--- config.mk ---
export PLATFORM = sky130hd
export DESIGN_NAME = ota_stream_decimator
export DESIGN_NICKNAME = d
export VERILOG_FILES = /design/src/rtl/ota_stream_decimator.sv
export SDC_FILE = /design/constraint.sdc
export NUM_CORES = 1
export LEC_CHECK = 0
export ABC_AREA = 1
export CORE_ASPECT_RATIO = 0.7
export CORE_UTILIZATION = 57
export DETAILED_ROUTE_END_ITERATION = 12
export GPL_TIMING_DRIVEN = 0
export PLACE_DENSITY = 0.91
export SYNTH_ARGS = -nofsm -noshare
export SYNTH_HDL_FRONTEND = slang
export SYNTH_SLANG_ARGS = --single-unit
--- constraint.sdc ---
create_clock -name clk -period 2.7 [get_ports clk]
set_clock_uncertainty 0.1 [all_clocks]
set_input_delay 0.54 -clock clk [delete_from_list [all_inputs] [get_ports clk]]
set_output_delay 0.54 -clock clk [all_outputs]
set_load 0.005 [all_outputs]
--- src/rtl/ota_stream_decimator.sv ---
// OTA comparator back end: synchronizes and deglitches the comparator bit, counts
// ones over a 16..128 sample window and hands out a scaled 8-bit density.
module ota_stream_decimator #(
    parameter int unsigned SYNC_STAGES = 2
) (
    input  logic       clk,
    input  logic       rst_n,
    input  logic       ena,
    input  logic       bit_in,
    input  logic [1:0] osr_sel,
    input  logic       data_ack,
    input  logic       clr_ovr,
    output logic [7:0] data_out,
    output logic       data_valid,
    output logic       overrun,
    output logic       bit_filt
);

    typedef enum logic {
        IDLE = 1'b0,
        RUN  = 1'b1
    } state_t;

    state_t                 state_q, state_d;
    logic [SYNC_STAGES-1:0] sync_q;
    logic [1:0]             hist_q;
    logic                   bit_filt_q;
    logic [6:0]             samp_cnt_q, samp_cnt_d;
    logic [7:0]             ones_q, ones_d;
    logic [1:0]             n_cur_q, n_cur_d;
    logic [7:0]             data_out_q, data_out_d;
    logic                   data_valid_q, data_valid_d;
    logic                   overrun_q, overrun_d;

    logic        s0, s1, s2, maj;
    logic        win_start, done;
    logic [1:0]  n_eff;
    logic [6:0]  last_cnt;
    logic [7:0]  total;
    logic [10:0] scaled;
    logic [7:0]  result;

    assign s0  = sync_q[SYNC_STAGES-1];
    assign s1  = hist_q[0];
    assign s2  = hist_q[1];
    assign maj = (s0 & s1) | (s0 & s2) | (s1 & s2);

    always_ff @(posedge clk or negedge rst_n) begin
        if (!rst_n) begin
            sync_q     <= '0;
            hist_q     <= '0;
            bit_filt_q <= 1'b0;
        end else begin
            sync_q     <= {sync_q[SYNC_STAGES-2:0], bit_in};
            hist_q     <= {hist_q[0], s0};
            bit_filt_q <= maj;
        end
    end

    // The first RUN cycle always opens a window, so osr_sel is used directly there.
    always_comb begin
        win_start = (state_q == IDLE) || (samp_cnt_q == '0);
        n_eff     = win_start ? osr_sel : n_cur_q;
        case (n_eff)
            2'd0:    last_cnt = 7'd15;
            2'd1:    last_cnt = 7'd31;
            2'd2:    last_cnt = 7'd63;
            default: last_cnt = 7'd127;
        endcase
        done   = ena && (samp_cnt_q == last_cnt);
        total  = ones_q + {7'd0, bit_filt_q};
        scaled = {3'b000, total} << (2'd3 - n_eff);
        result = (scaled > 11'd255) ? 8'hFF : scaled[7:0];
    end

    always_comb begin
        state_d      = ena ? RUN : IDLE;
        samp_cnt_d   = samp_cnt_q;
        ones_d       = ones_q;
        n_cur_d      = n_cur_q;
        data_out_d   = data_out_q;
        data_valid_d = data_valid_q;
        overrun_d    = overrun_q;

        if (!ena) begin
            samp_cnt_d = '0;
            ones_d     = '0;
        end else begin
            if (win_start) n_cur_d = osr_sel;
            if (done) begin
                samp_cnt_d = '0;
                ones_d     = '0;
            end else begin
                samp_cnt_d = samp_cnt_q + 7'd1;
                ones_d     = ones_q + {7'd0, bit_filt_q};
            end
        end

        // Clear first so a same-edge overrun set takes priority.
        if (clr_ovr) overrun_d = 1'b0;
        if (done) begin
            data_out_d   = result;
            data_valid_d = 1'b1;
            if (data_valid_q && !data_ack) overrun_d = 1'b1;
        end else if (data_valid_q && data_ack) begin
            data_valid_d = 1'b0;
        end
    end

    always_ff @(posedge clk or negedge rst_n) begin
        if (!rst_n) begin
            state_q      <= IDLE;
            samp_cnt_q   <= '0;
            ones_q       <= '0;
            n_cur_q      <= '0;
            data_out_q   <= '0;
            data_valid_q <= 1'b0;
            overrun_q    <= 1'b0;
        end else begin
            state_q      <= state_d;
            samp_cnt_q   <= samp_cnt_d;
            ones_q       <= ones_d;
            n_cur_q      <= n_cur_d;
            data_out_q   <= data_out_d;
            data_valid_q <= data_valid_d;
            overrun_q    <= overrun_d;
        end
    end

    assign data_out   = data_out_q;
    assign data_valid = data_valid_q;
    assign overrun    = overrun_q;
    assign bit_filt   = bit_filt_q;

endmodule
Word level (Yosys, flattened, before mapping). Cells that the tools add are included.

$add $sub $neg: 3. Multiply operators: 0. Div/mod/pow operators: 0. Magnitude comparators: 1. Eq/ne operators: 3. Shifts and indexed selects: 1. Muxes and demuxes: 13. Bitwise operators: 6. Reduce and logical (&&, ||, !) cells: 8.

Operator list (number): $mux W8 (3); $pmux W7 S3 (1); $mux W7 (2); $gt A11 B8 Y1 const B (1); $shl A8 B2 Y11 (1); $add A8 B1 Y8 (1); $add A7 B1 Y7 const B (1); $eq A7 B7 Y1 (1); $logic_not A7 Y1 (1); $mux W1 (6); $and A1 B1 Y1 (3); $logic_and A1 B1 Y1 (3); $eq A2 B1 Y1 const B (1); $eq A2 B2 Y1 const B (1); $logic_not A2 Y1 (1); $mux W2 (1); $or A1 B1 Y1 (2); $reduce_bool A2 Y1 (1); $sub A2 B2 Y2 const A (1); $logic_not A1 Y1 (1); $logic_or A1 B1 Y1 (1); $not A1 Y1 (1).

Register bits after elaboration: 33. Latch bits: 0. RAM bits: 0. ROM bits: 0. Output and inout port bits: 11. Word-level logic and storage cells: 45. Memories kept: 0.

Depth between registers and ports, before layout. Gate-level depths: netlist of run 1.

Word-level depth: 9. Gate-level depth with buffers: 16.

Least setup slack after synthesis of run 1. Ideal clock, no wire load.

Kind: flip-flop to flip-flop. From: register samp_cnt_q[0]. To: register samp_cnt_q[3]. Arrival: 1.796 ns. Slack: 0.681 ns. Stages on the path, launching flop included: 17. Buffers on the path: 1. Period minus slack after synthesis: 2.019 ns. Path through: dfrtp_1 > inv_1 > ha_1 > inv_1 > nor2_2 > nand3_4 > nand2_4 > nand2_4 > nand2_4 > nand2_2 > nand2_2 > nand2_4 > nor2_4 > nand2_4 > nand2_4 > buf_12 > nor2_4.

Word-level cells in the longest chain between the ends: 9. Elaborated cells between the ends (all ways): 12. Those cells by class: add/sub: 1; eq/ne: 3; mux: 4; reduce/logical: 4.

Ends and longest elaborated chain: start, declared (line 28) `logic [6:0] samp_cnt_q, samp_cnt_d;`; start signal, assigned (line 121) `samp_cnt_q <= samp_cnt_d;`; $logic_not A7 Y1 (line 62) `win_start = (state_q == IDLE) || (samp_cnt_q == '0);`; $logic_or A1 B1 Y1 (line 62); $mux W2; $eq A2 B2 Y1, or another cell as far along (line 64) `case (n_eff)`; $pmux W7 S3 (line 64); $eq A7 B7 Y1 (line 70) `done = ena && (samp_cnt_q == last_cnt);`; $logic_and A1 B1 Y1 (line 70); $mux W7 (*) (line 90) `if (done) begin`; $mux W7 (*) (line 85) `if (!ena) begin`; via samp_cnt_d[3] (line 28).

The timed path passes the listed nets; every way through them passes the cells marked *. A chain may end at the register's enable or synchronous reset.

Worst setup path after layout of run 1.
From: register samp_cnt_q[0]. To: register samp_cnt_q[5].

Same word-level chain as after synthesis.

==> impl_metrics.py, run 1 <==
metrics = {
    "critical_path": {
        "critPathLaunchType": "flip-flop",
        "crit_path_frequent_cell": "nand2_4",
        "crit_chain": "inv_1 > ha_1 > inv_1 > nor2_2 > nand3_4 > nand3b_1 > nand2_4 > nand2_1 > nand3_1 > nor2_4 > nand2_4 > nand2_4 > buf_12 > nor2_4",
        "path_max_fanout": 10,
        "r2r_slack_ps": 360,
        "cp.arrival_ps": 2410,
        "end_kind": "flip-flop",
        "worstSetupPathType": "reg -> reg",
        "slowest_delay_ps": 450,
        "worstPathRequired_ps": 2770,
        "crit_start": "samp_cnt_q[0]",
        "r2r-start": "samp_cnt_q[0]",
        "cpMaxStageDelayCell": "dfrtp_1",
    },
    "sta": {
        "fin_crit_sh": 0.867,
        "finalSetupViolations": 0,
        "finalCriticalPeriod_ps": 2340,
        "fin_tns_setup_ps": 0,
        "hold_ws_ps": 199,
        "tightest_slew_ps": 702,
        "hold_viol": 0,
        "slew-limit-headroom": 0.532,
        "final_max_slew_viol_count": 0,
        "rsz0062_at_grt": "false",
        "max_freq_mhz": 427,
    },
    "global_routing": {
        "grt_pass1_vias": 1542,
        "grt_overflow": 0,
        "antenna_found_initial": 0,
        "grt_pass1_wl_um": 6760,
        "track_usage": 0.246,
        "grt_max_degree": 34,
    },
    "power": {
        "clkPwrFrac": 0.368,
        "p_sw_frac": 0.274,
        "comb_power_share": 0.187,
        "p_leak_nw": 1.10,
        "ir_worst_vdd_mv": 0.413,
        "p_seq_frac": 0.444,
        "intPower_w": 0.000872,
        "power.density_nw_per_um2": 523,
        "switching_power_w": 0.000330,
    },
    "routing": {
        "viasPerCell": 5.04,
        "vias": 1588,
        "wirelength_um": 3980,
        "drcViolationCount": 0,
        "detail_route.wl_per_cell_um": 12.6,
        "drt_iter0_drc": 98,
        "first_pass_iters": 4,
        "drtAntennaViolNets": 0,
    },
    "floorplan": {
        "rows": 17,
        "start_util": 0.611,
        "die_y_um": 51.1,
        "dieWidth_um": 72.1,
        "ios": 19,
        "core-area_sq_um": 3210,
        "fp.dieArea_sq_um": 3680,
    },
    "synthesis": {
        "syn_area_sq_um": 1960,
        "yosysTopAreaCell": "dfrtp_1",
        "synth_nets": 255,
        "yosysWarnings": 0,
        "ys_types": 19,
        "ys_ff_latch": 33,
        "ys_top_cells_by_area": "dfrtp_1, nand2_1, nand3_1",
        "syn_avg_cell_area_sq_um": 8.07,
        "syn_inst": 243,
        "ys_seq_area_frac": 0.421,
        "synth_top_area_frac": 0.421,
    },
    "clock_network": {
        "path_clk_slew_ps": 70,
        "cts-root-buf": "clkbuf_8",
        "clock_latency_ps": 280,
        "cts_buffer_depth": 2,
        "post_cts_resize_count": 0,
        "post-cts-setup-buffers": 0,
        "cts.sink_count": 33,
        "htree_levels": 2,
        "cts_made_buffers": 5,
        "ctsHoldBuffers": 0,
        "cts_tree": "yes",
    },
    "place": {
        "hpwl_um": 2880,
        "place_area_sq_um": 2200,
        "gp_congestion": 0.913,
        "port_buffers": 18,
    },
    "job": {
        "cap_violations": 0,
    },
    "status": {
        "outcome": "completed",
    },
    "cells_and_area": {
        "antenna_cells": 0,
        "final_util": 0.716,
        "drive_above_1_share": 0.157,
        "area_growth_pct": 17.2,
        "fin_area_sq_um": 2300,
        "fin_nets": 280,
    },
    "hold_path": {
        "hold_class": "in -> async",
    },
}
cell usage after synthesis:
| cell | number |
|---|---|
| nand3_2 | 1 |
| nor2_1 | 15 |
| dfrtp_1 | 33 |
| ha_1 | 4 |
| nand3b_1 | 2 |
| nand2_1 | 79 |
| xor2_1 | 5 |
| nor3_1 | 2 |
| nor2_2 | 3 |
| nand2_4 | 9 |
| nor2_4 | 12 |
| o21bai_1 | 1 |
| buf_12 | 1 |
| nand2_2 | 7 |
| o21ai_0 | 4 |
| nand3_4 | 1 |
| maj3_1 | 1 |
| inv_1 | 28 |
| nand3_1 | 35 |
through the flow:
step,power (W),worst slack [ps],std cells
final,0.00120,359,315
after global routing,0.00127,247,315
after detailed placement,0.000766,158,308
after CTS,0.00121,373,315
after global placement,0.000760,181,308
after floorplan,0.000697,681,243
layout make-up:
class / count / area (sq um)
tap: 47 / 58.8
inverter: 28 / 105
sequential: 33 / 826
clock inverter: 2 / 35.0
clock buffer: 5 / 68.8
fill: 251 / 912
multi-input combinational: 181 / 1010
buffer: 1 / 20.0
timing repair buffer: 18 / 175
registers in the layout, summed over array words and instances, names as in the netlist:
name,flops
ones_q,8
bit_filt,1
state_q,1
sync_q,2
hist_q,2
n_cur_q,2
data_out,8
overrun,1
data_valid,1
samp_cnt_q,7
logic make-up (layout without fill, tap and decap cells):
kind of cell	count (synthesis)	in the layout	share of synthesized area
and+or+nand+nor	166	166	0.448
DFF	33	33	0.421
AOI/OAI and AO/OA	5	5	0.0140
xor gates and xnor gates	5	5	0.0223
buffers and inverters	29	54	0.0638
adders and majority gates	5	5	0.0306
cells in the final DEF (no fill, tap or decap), types with 2 or more instances in the layout:
| master | count |
|---|---|
| nor3_1 | 2 |
| nand2_2 | 7 |
| nand3_1 | 35 |
| dfrtp_1 | 33 |
| ha_1 | 4 |
| nor2_4 | 12 |
| clkdlybuf4s50_1 | 17 |
| clkbuf_8 | 5 |
| inv_1 | 28 |
| nor2_1 | 15 |
| nand2_4 | 9 |
| nor2_2 | 3 |
| o21ai_0 | 4 |
| nand3b_1 | 2 |
| nand2_1 | 79 |
| xor2_1 | 5 |
metal layers:
layer / global-route usage / vias to the layer above / part of all wire
met5: 0 / - / 0
met4: 0.0523 / 0 / 0.011
met3: 0.0809 / 6 / 0.039
met2: 0.416 / 28 / 0.48
met1: 0.310 / 743 / 0.47
li1: - / 811 / -
worst max-delay path: cells and delay by family, from the launching register on:
family                   cells  cell delay, ps
flip-flops                   1             450
AND/OR/NAND/NOR             10            1210
adder cells (fa/ha/maj)      1             140
buffers and inverters        3             330
worst paths after layout:
kind | end | depth (start not counted)
max in group asynchronous | samp_cnt_q[6] | 1
setup reg to reg | samp_cnt_q[5] | 14
setup / recovery | samp_cnt_q[5] | 14
hold reg to reg | sync_q[1] | 0
hold / removal | ones_q[2] | 1
min in group clk | sync_q[1] | 0
power by group through the flow:
stage          Clock [W]  Sequential (W)  Combinational, W
3_5_place_dp           0        0.000543          0.000223
3_3_place_gp           0        0.000541          0.000219
2_1_floorplan          0        0.000540          0.000156
6_report        0.000443        0.000534          0.000225
5_1_grt         0.000474        0.000536          0.000255
4_1_cts         0.000446        0.000534          0.000225
Power figures use the tool's default switching activity.
==> run 2, diff against run 1 <==
CELL_PAD_IN_SITES_DETAIL_PLACEMENT = 0   (was default)
CELL_PAD_IN_SITES_GLOBAL_PLACEMENT = 1   (was default)
CORE_UTILIZATION = 42   (was 57)
PLACE_DENSITY = 0.89   (was 0.91)
==> run 2 against run 1 <==
Compared with the run above: worst hold slack improved by 6.6 ps; critical path depth is 2 higher; worst setup slack better by 64 ps; final area is 1.1% higher; sequential power about the same; count of clock-buffer cells in the layout rose by 1; critical path type unchanged.
==> impl_metrics.py, run 2 (synthesis gave the netlist of run 1 again) <==
metrics = {
    "sta": {
        "fin_tns_setup_ps": 0,
        "hold_viol": 0,
        "finalSetupViolations": 0,
        "slew-limit-headroom": 0.515,
        "tightest_slew_ps": 727,
        "fin_crit_sh": 0.843,
        "final_max_slew_viol_count": 0,
        "finalCriticalPeriod_ps": 2280,
        "rsz0062_at_grt": "false",
        "max_freq_mhz": 439,
    },
    "global_routing": {
        "track_usage": 0.176,
        "antenna_found_initial": 0,
        "met1_usage": 0.245,
        "grt_max_degree": 34,
        "met2_usage": 0.272,
        "grt_overflow": 0,
        "grt_pass1_wl_um": 6670,
        "grt_pass1_vias": 1450,
        "grt.met3_usage": 0.0418,
        "top_usage_layer": "met2",
    },
    "place": {
        "hpwl_um": 2830,
        "gp_congestion": 0.790,
        "dpl.cell_count": 316,
        "port_buffers": 18,
    },
    "power": {
        "ir_worst_vdd_mv": 0.354,
        "power_w": 0.00124,
        "p_leak_nw": 1.10,
        "power.density_nw_per_um2": 534,
    },
    "clock_network": {
        "cts.sink_count": 33,
        "path_clk_slew_ps": 70,
        "post-cts-setup-buffers": 0,
        "cts_buffer_depth": 2,
        "cts-root-buf": "clkbuf_8",
        "clock_latency_ps": 290,
        "ctsHoldBuffers": 0,
        "cts_made_buffers": 5,
        "htree_levels": 2,
        "cts_tree": "yes",
        "post_cts_resize_count": 0,
    },
    "routing": {
        "vias": 1567,
        "first_pass_iters": 4,
        "detail_route.wl_per_cell_um": 11.8,
        "drt_iter0_drc": 96,
        "wirelength_um": 3820,
        "drtAntennaViolNets": 0,
        "drcViolationCount": 0,
        "viasPerCell": 4.84,
    },
    "cells_and_area": {
        "fin_nets": 280,
        "area_growth_pct": 18.6,
        "final_common_cell": "nand2_1",
        "stdcell_count": 324,
        "antenna_cells": 0,
        "drive_above_1_share": 0.160,
        "nFillCells": 418,
        "final_cell_mix": "nand2_1, nand3_1, dfrtp_1, inv_1, clkdlybuf4s50_1",
    },
    "critical_path": {
        "r2r-start": "samp_cnt_q[0]",
        "r2r_slack_ps": 420,
        "reg2regPathDepth": 16,
        "timing.rr.end": "samp_cnt_q[4]",
        "worstPathRequired_ps": 2770,
        "cp.arrival_ps": 2350,
        "end_kind": "flip-flop",
        "path_max_fanout": 10,
        "critPathLaunchType": "flip-flop",
        "worstSetupPathType": "reg -> reg",
    },
    "floorplan": {
        "dieWidth_um": 83.7,
        "start_util": 0.445,
        "ios": 19,
        "core-area_sq_um": 4400,
        "fp.dieArea_sq_um": 4950,
        "die_y_um": 59.2,
        "rows": 20,
    },
    "job": {
        "cap_violations": 0,
    },
    "status": {
        "outcome": "completed",
    },
    "hold_path": {
        "hold_class": "in -> async",
    },
}
run 2: changes by cell type in the layout (fill, tap and decap cells not counted):
cell        previous run  this run
clkbuf_8               5         6
clkinv_2               1         0
clkinvlp_4             0         1
run 2: per-stage QoR:
stage | setup WS (ps) | utilization | hold WS [ps] | area [sq um]
6_report | 423 | 0.528 | 205 | 2330
5_1_grt | 236 | 0.528 | 269 | 2330
4_1_cts | 402 | 0.528 | 242 | 2330
3_5_place_dp | 138 | 0.501 | 253 | 2210
3_3_place_gp | 167 | 0.502 | 236 | 2210
2_1_floorplan | 681 | - | 144 | 1960
run 2: how the worst max path moves through the flow:
stage	slack (ps)	to	start	cells past startpoint
finish	420	samp_cnt_q[4]	samp_cnt_q[0]	16
global route	240	data_out[6]	bit_filt	13
CTS	400	samp_cnt_q[4]	samp_cnt_q[0]	16
detailed placement	140	samp_cnt_q[4]	ena	9
global placement	170	samp_cnt_q[5]	ena	9
floorplan	680	samp_cnt_q[3]	samp_cnt_q[0]	16
run 2: area by class of cell:
cell class	count	area (sq um)	area share
Multi-Input combinational cell	181	1010	0.435
Sequential cell	33	826	0.355
Timing Repair Buffer	18	175	0.0753
Inverter	28	105	0.0452
Clock buffer	6	82.6	0.0355
Tap cell	55	68.8	0.0296
Clock inverter	2	37.5	0.0161
Buffer	1	20.0	0.00861
run 2: report_power, final:
group | leakage (nW) | internal (W) | switching [W]
logic | 0.622 | 0.0000874 | 0.000135
clock network | 0.0574 | 0.000300 | 0.000186
registers | 0.421 | 0.000517 | 0.0000162
run 2: metal layers:
| layer | vias to the layer above | share of wire |
|---|---|---|
| met4 | 0 | 0.011 |
| li1 | 806 | - |
| met1 | 720 | 0.50 |
| met2 | 34 | 0.43 |
| met3 | 7 | 0.056 |
| met5 | - | 0 |
run 2: worst max-delay path, stage by stage (launching register included):
cell	delay, ps
dfrtp_1	440
inv_1	80
ha_1	130
inv_1	40
nor2_2	120
nand3_4	130
nand2_4	120
nand2_4	90
nand2_4	130
nand2_2	90
nand2_2	80
nand2_4	70
nor2_4	100
nand2_4	110
nand2_4	110
buf_12	180
nor2_4	40
==> run 3, diff against run 2 <==
CORE_UTILIZATION = 38   (was 42)
PLACE_DENSITY = 0.86   (was 0.89)
clock period = 2 ns   (was 2.7 ns; I/O delays follow)
==> run 3 against run 2 <==
Compared with the run above: the flow now finishes with violations (setup timing); largest cell class unchanged; die area is 10% higher; critical path type unchanged; largest power group unchanged; final area rose by 13%; critical path depth stayed put.
==> impl_metrics.py, run 3 (synthesis gave the netlist of run 1 again) <==
metrics = {
    "cells_and_area": {
        "stdcell_count": 356,
        "fin_nets": 298,
        "drive_above_1_share": 0.258,
        "nFillCells": 471,
        "seqCellArea_sq_um": 826,
        "antenna_cells": 0,
        "final_common_cell": "nand2_1",
        "multi_input_comb_area_sq_um": 1150,
        "final_cell_mix": "nand2_1, nand3_1, dfrtp_1, inv_1, clkdlybuf4s50_1",
        "area_growth_pct": 34.4,
    },
    "power": {
        "power.density_nw_per_um2": 677,
        "ir_worst_vdd_mv": 0.561,
        "p_leak_nw": 1.23,
        "power_w": 0.00179,
    },
    "sta": {
        "hold_ws_ps": 82.2,
        "finalSetupViolations": 21,
        "rsz0062_at_grt": "true",
        "fin_crit_sh": 1.02,
        "finalCriticalPeriod_ps": 2050,
        "max_freq_mhz": 488,
        "worst_slack_ps": -49.5,
        "tightest_slew_ps": 760,
        "slew-limit-headroom": 0.494,
        "final_max_slew_viol_count": 0,
        "hold_viol": 0,
    },
    "critical_path": {
        "end_kind": "flip-flop",
        "worstPathRequired_ps": 2080,
        "r2r-start": "samp_cnt_q[0]",
        "crit_chain": "inv_1 > ha_2 > inv_2 > nor2_4 > nand3_4 > nand2_8 > nand2_4 > nand2_4 > nand2_4 > nand2_4 > nand2_4 > nor2_4 > nand2_4 > nand2_4 > buf_12 > nor2_4",
        "reg2regPathDepth": 16,
        "timing.rr.end": "ones_q[1]",
        "cp.arrival_ps": 2130,
        "cpMaxStageDelayCell": "dfrtp_1",
        "crit_path_frequent_cell": "nand2_4",
        "crit_path_end": "ones_q[1]",
        "slowest_delay_ps": 380,
        "crit_start": "samp_cnt_q[0]",
        "path_max_fanout": 5,
        "critPathLaunchType": "flip-flop",
        "worstSetupPathType": "reg -> reg",
        "r2r_slack_ps": -50,
    },
    "clock_network": {
        "cts.sink_count": 33,
        "cts_made_buffers": 5,
        "ctsHoldBuffers": 0,
        "cts_tree": "yes",
        "path_clk_slew_ps": 70,
        "cts_buffer_depth": 2,
        "clock_latency_ps": 290,
        "htree_levels": 2,
        "cts-root-buf": "clkbuf_8",
    },
    "routing": {
        "first_pass_iters": 4,
        "drtAntennaViolNets": 0,
        "detail_route.wl_per_cell_um": 12.0,
        "drcViolationCount": 0,
        "vias": 1648,
        "viasPerCell": 4.63,
        "drt_iter0_drc": 94,
        "wirelength_um": 4280,
    },
    "global_routing": {
        "antenna_found_initial": 0,
        "track_usage": 0.176,
        "grt_pass1_vias": 1584,
        "grt_overflow": 0,
        "grt_pass1_wl_um": 7330,
        "grt_max_degree": 34,
    },
    "status": {
        "violations": "setup timing",
        "outcome": "finished with violations",
    },
    "place": {
        "gp_congestion": 0.802,
        "port_buffers": 18,
        "dpl.cell_count": 330,
        "hpwl_um": 2850,
    },
    "floorplan": {
        "core-area_sq_um": 4860,
        "ios": 19,
        "dieWidth_um": 87.9,
        "rows": 21,
        "start_util": 0.404,
        "die_y_um": 62.1,
        "fp.dieArea_sq_um": 5460,
    },
    "hold_path": {
        "hold_class": "in -> async",
    },
    "job": {
        "cap_violations": 0,
    },
}
## run 3: worst min-delay path by stage
stage	start	end	slack, ps	cells past startpoint
after floorplan	rst_n	bit_filt	4	0
after global placement	sync_q[0]	sync_q[1]	240	0
after detailed placement	sync_q[0]	sync_q[1]	240	0
after CTS	rst_n	n_cur_q[1]	100	1
after global routing	rst_n	ones_q[3]	160	1
final	rst_n	ones_q[3]	80	1
## run 3: layout make-up
class | count | area share
Timing Repair Buffer | 36 | 0.132
Inverter | 28 | 0.0398
Clock buffer | 6 | 0.0313
Tap cell | 69 | 0.0327
Clock inverter | 2 | 0.0142
Multi-Input combinational cell | 182 | 0.436
Sequential cell | 33 | 0.313
## run 3: repair_timing
action	CTS	global route
gates resized for setup	18	16
pin swaps	4	14
setup endpoints to repair	23	23
buffers inserted	12	6
cloned	1	1
## run 3: routing by layer
metal  GRT usage  routed length (um)  vias to the layer above  share of wire
met5           0                   0                        -              0
met4      0.0348                  29                        0         0.0068
met3      0.0452                 216                        5          0.050
met2       0.255                1870                       38           0.44
met1       0.263                2160                      761           0.51
li1            -                   -                      844              -
## run 3: power breakdown
part / internal, W / total, W / switching, W
Clock: 0.000405 / 0.000657 / 0.000252
Combinational: 0.000179 / 0.000406 / 0.000227
Sequential: 0.000698 / 0.000722 / 0.0000246
## run 3: stage by stage
| step | setup slack [ps] | TNS, ps | util | instance area, sq um |
|---|---|---|---|---|
| after floorplan | -15.0 | -107 | - | 1970 |
| after global placement | -394 | -14760 | 0.460 | 2240 |
| after detailed placement | -408 | -6500 | 0.459 | 2230 |
| after CTS | -115 | -1570 | 0.528 | 2570 |
| after global routing | -163 | -3280 | 0.543 | 2640 |
| final | -49.5 | -583 | 0.543 | 2640 |
## run 3: critical path: cells and delay by family (launching register included)
kind / cells / cell delay [ps]
buffers and inverters: 3 / 250
adder cells (fa/ha/maj): 1 / 160
AND/OR/NAND/NOR: 12 / 1030
flip-flops: 1 / 380
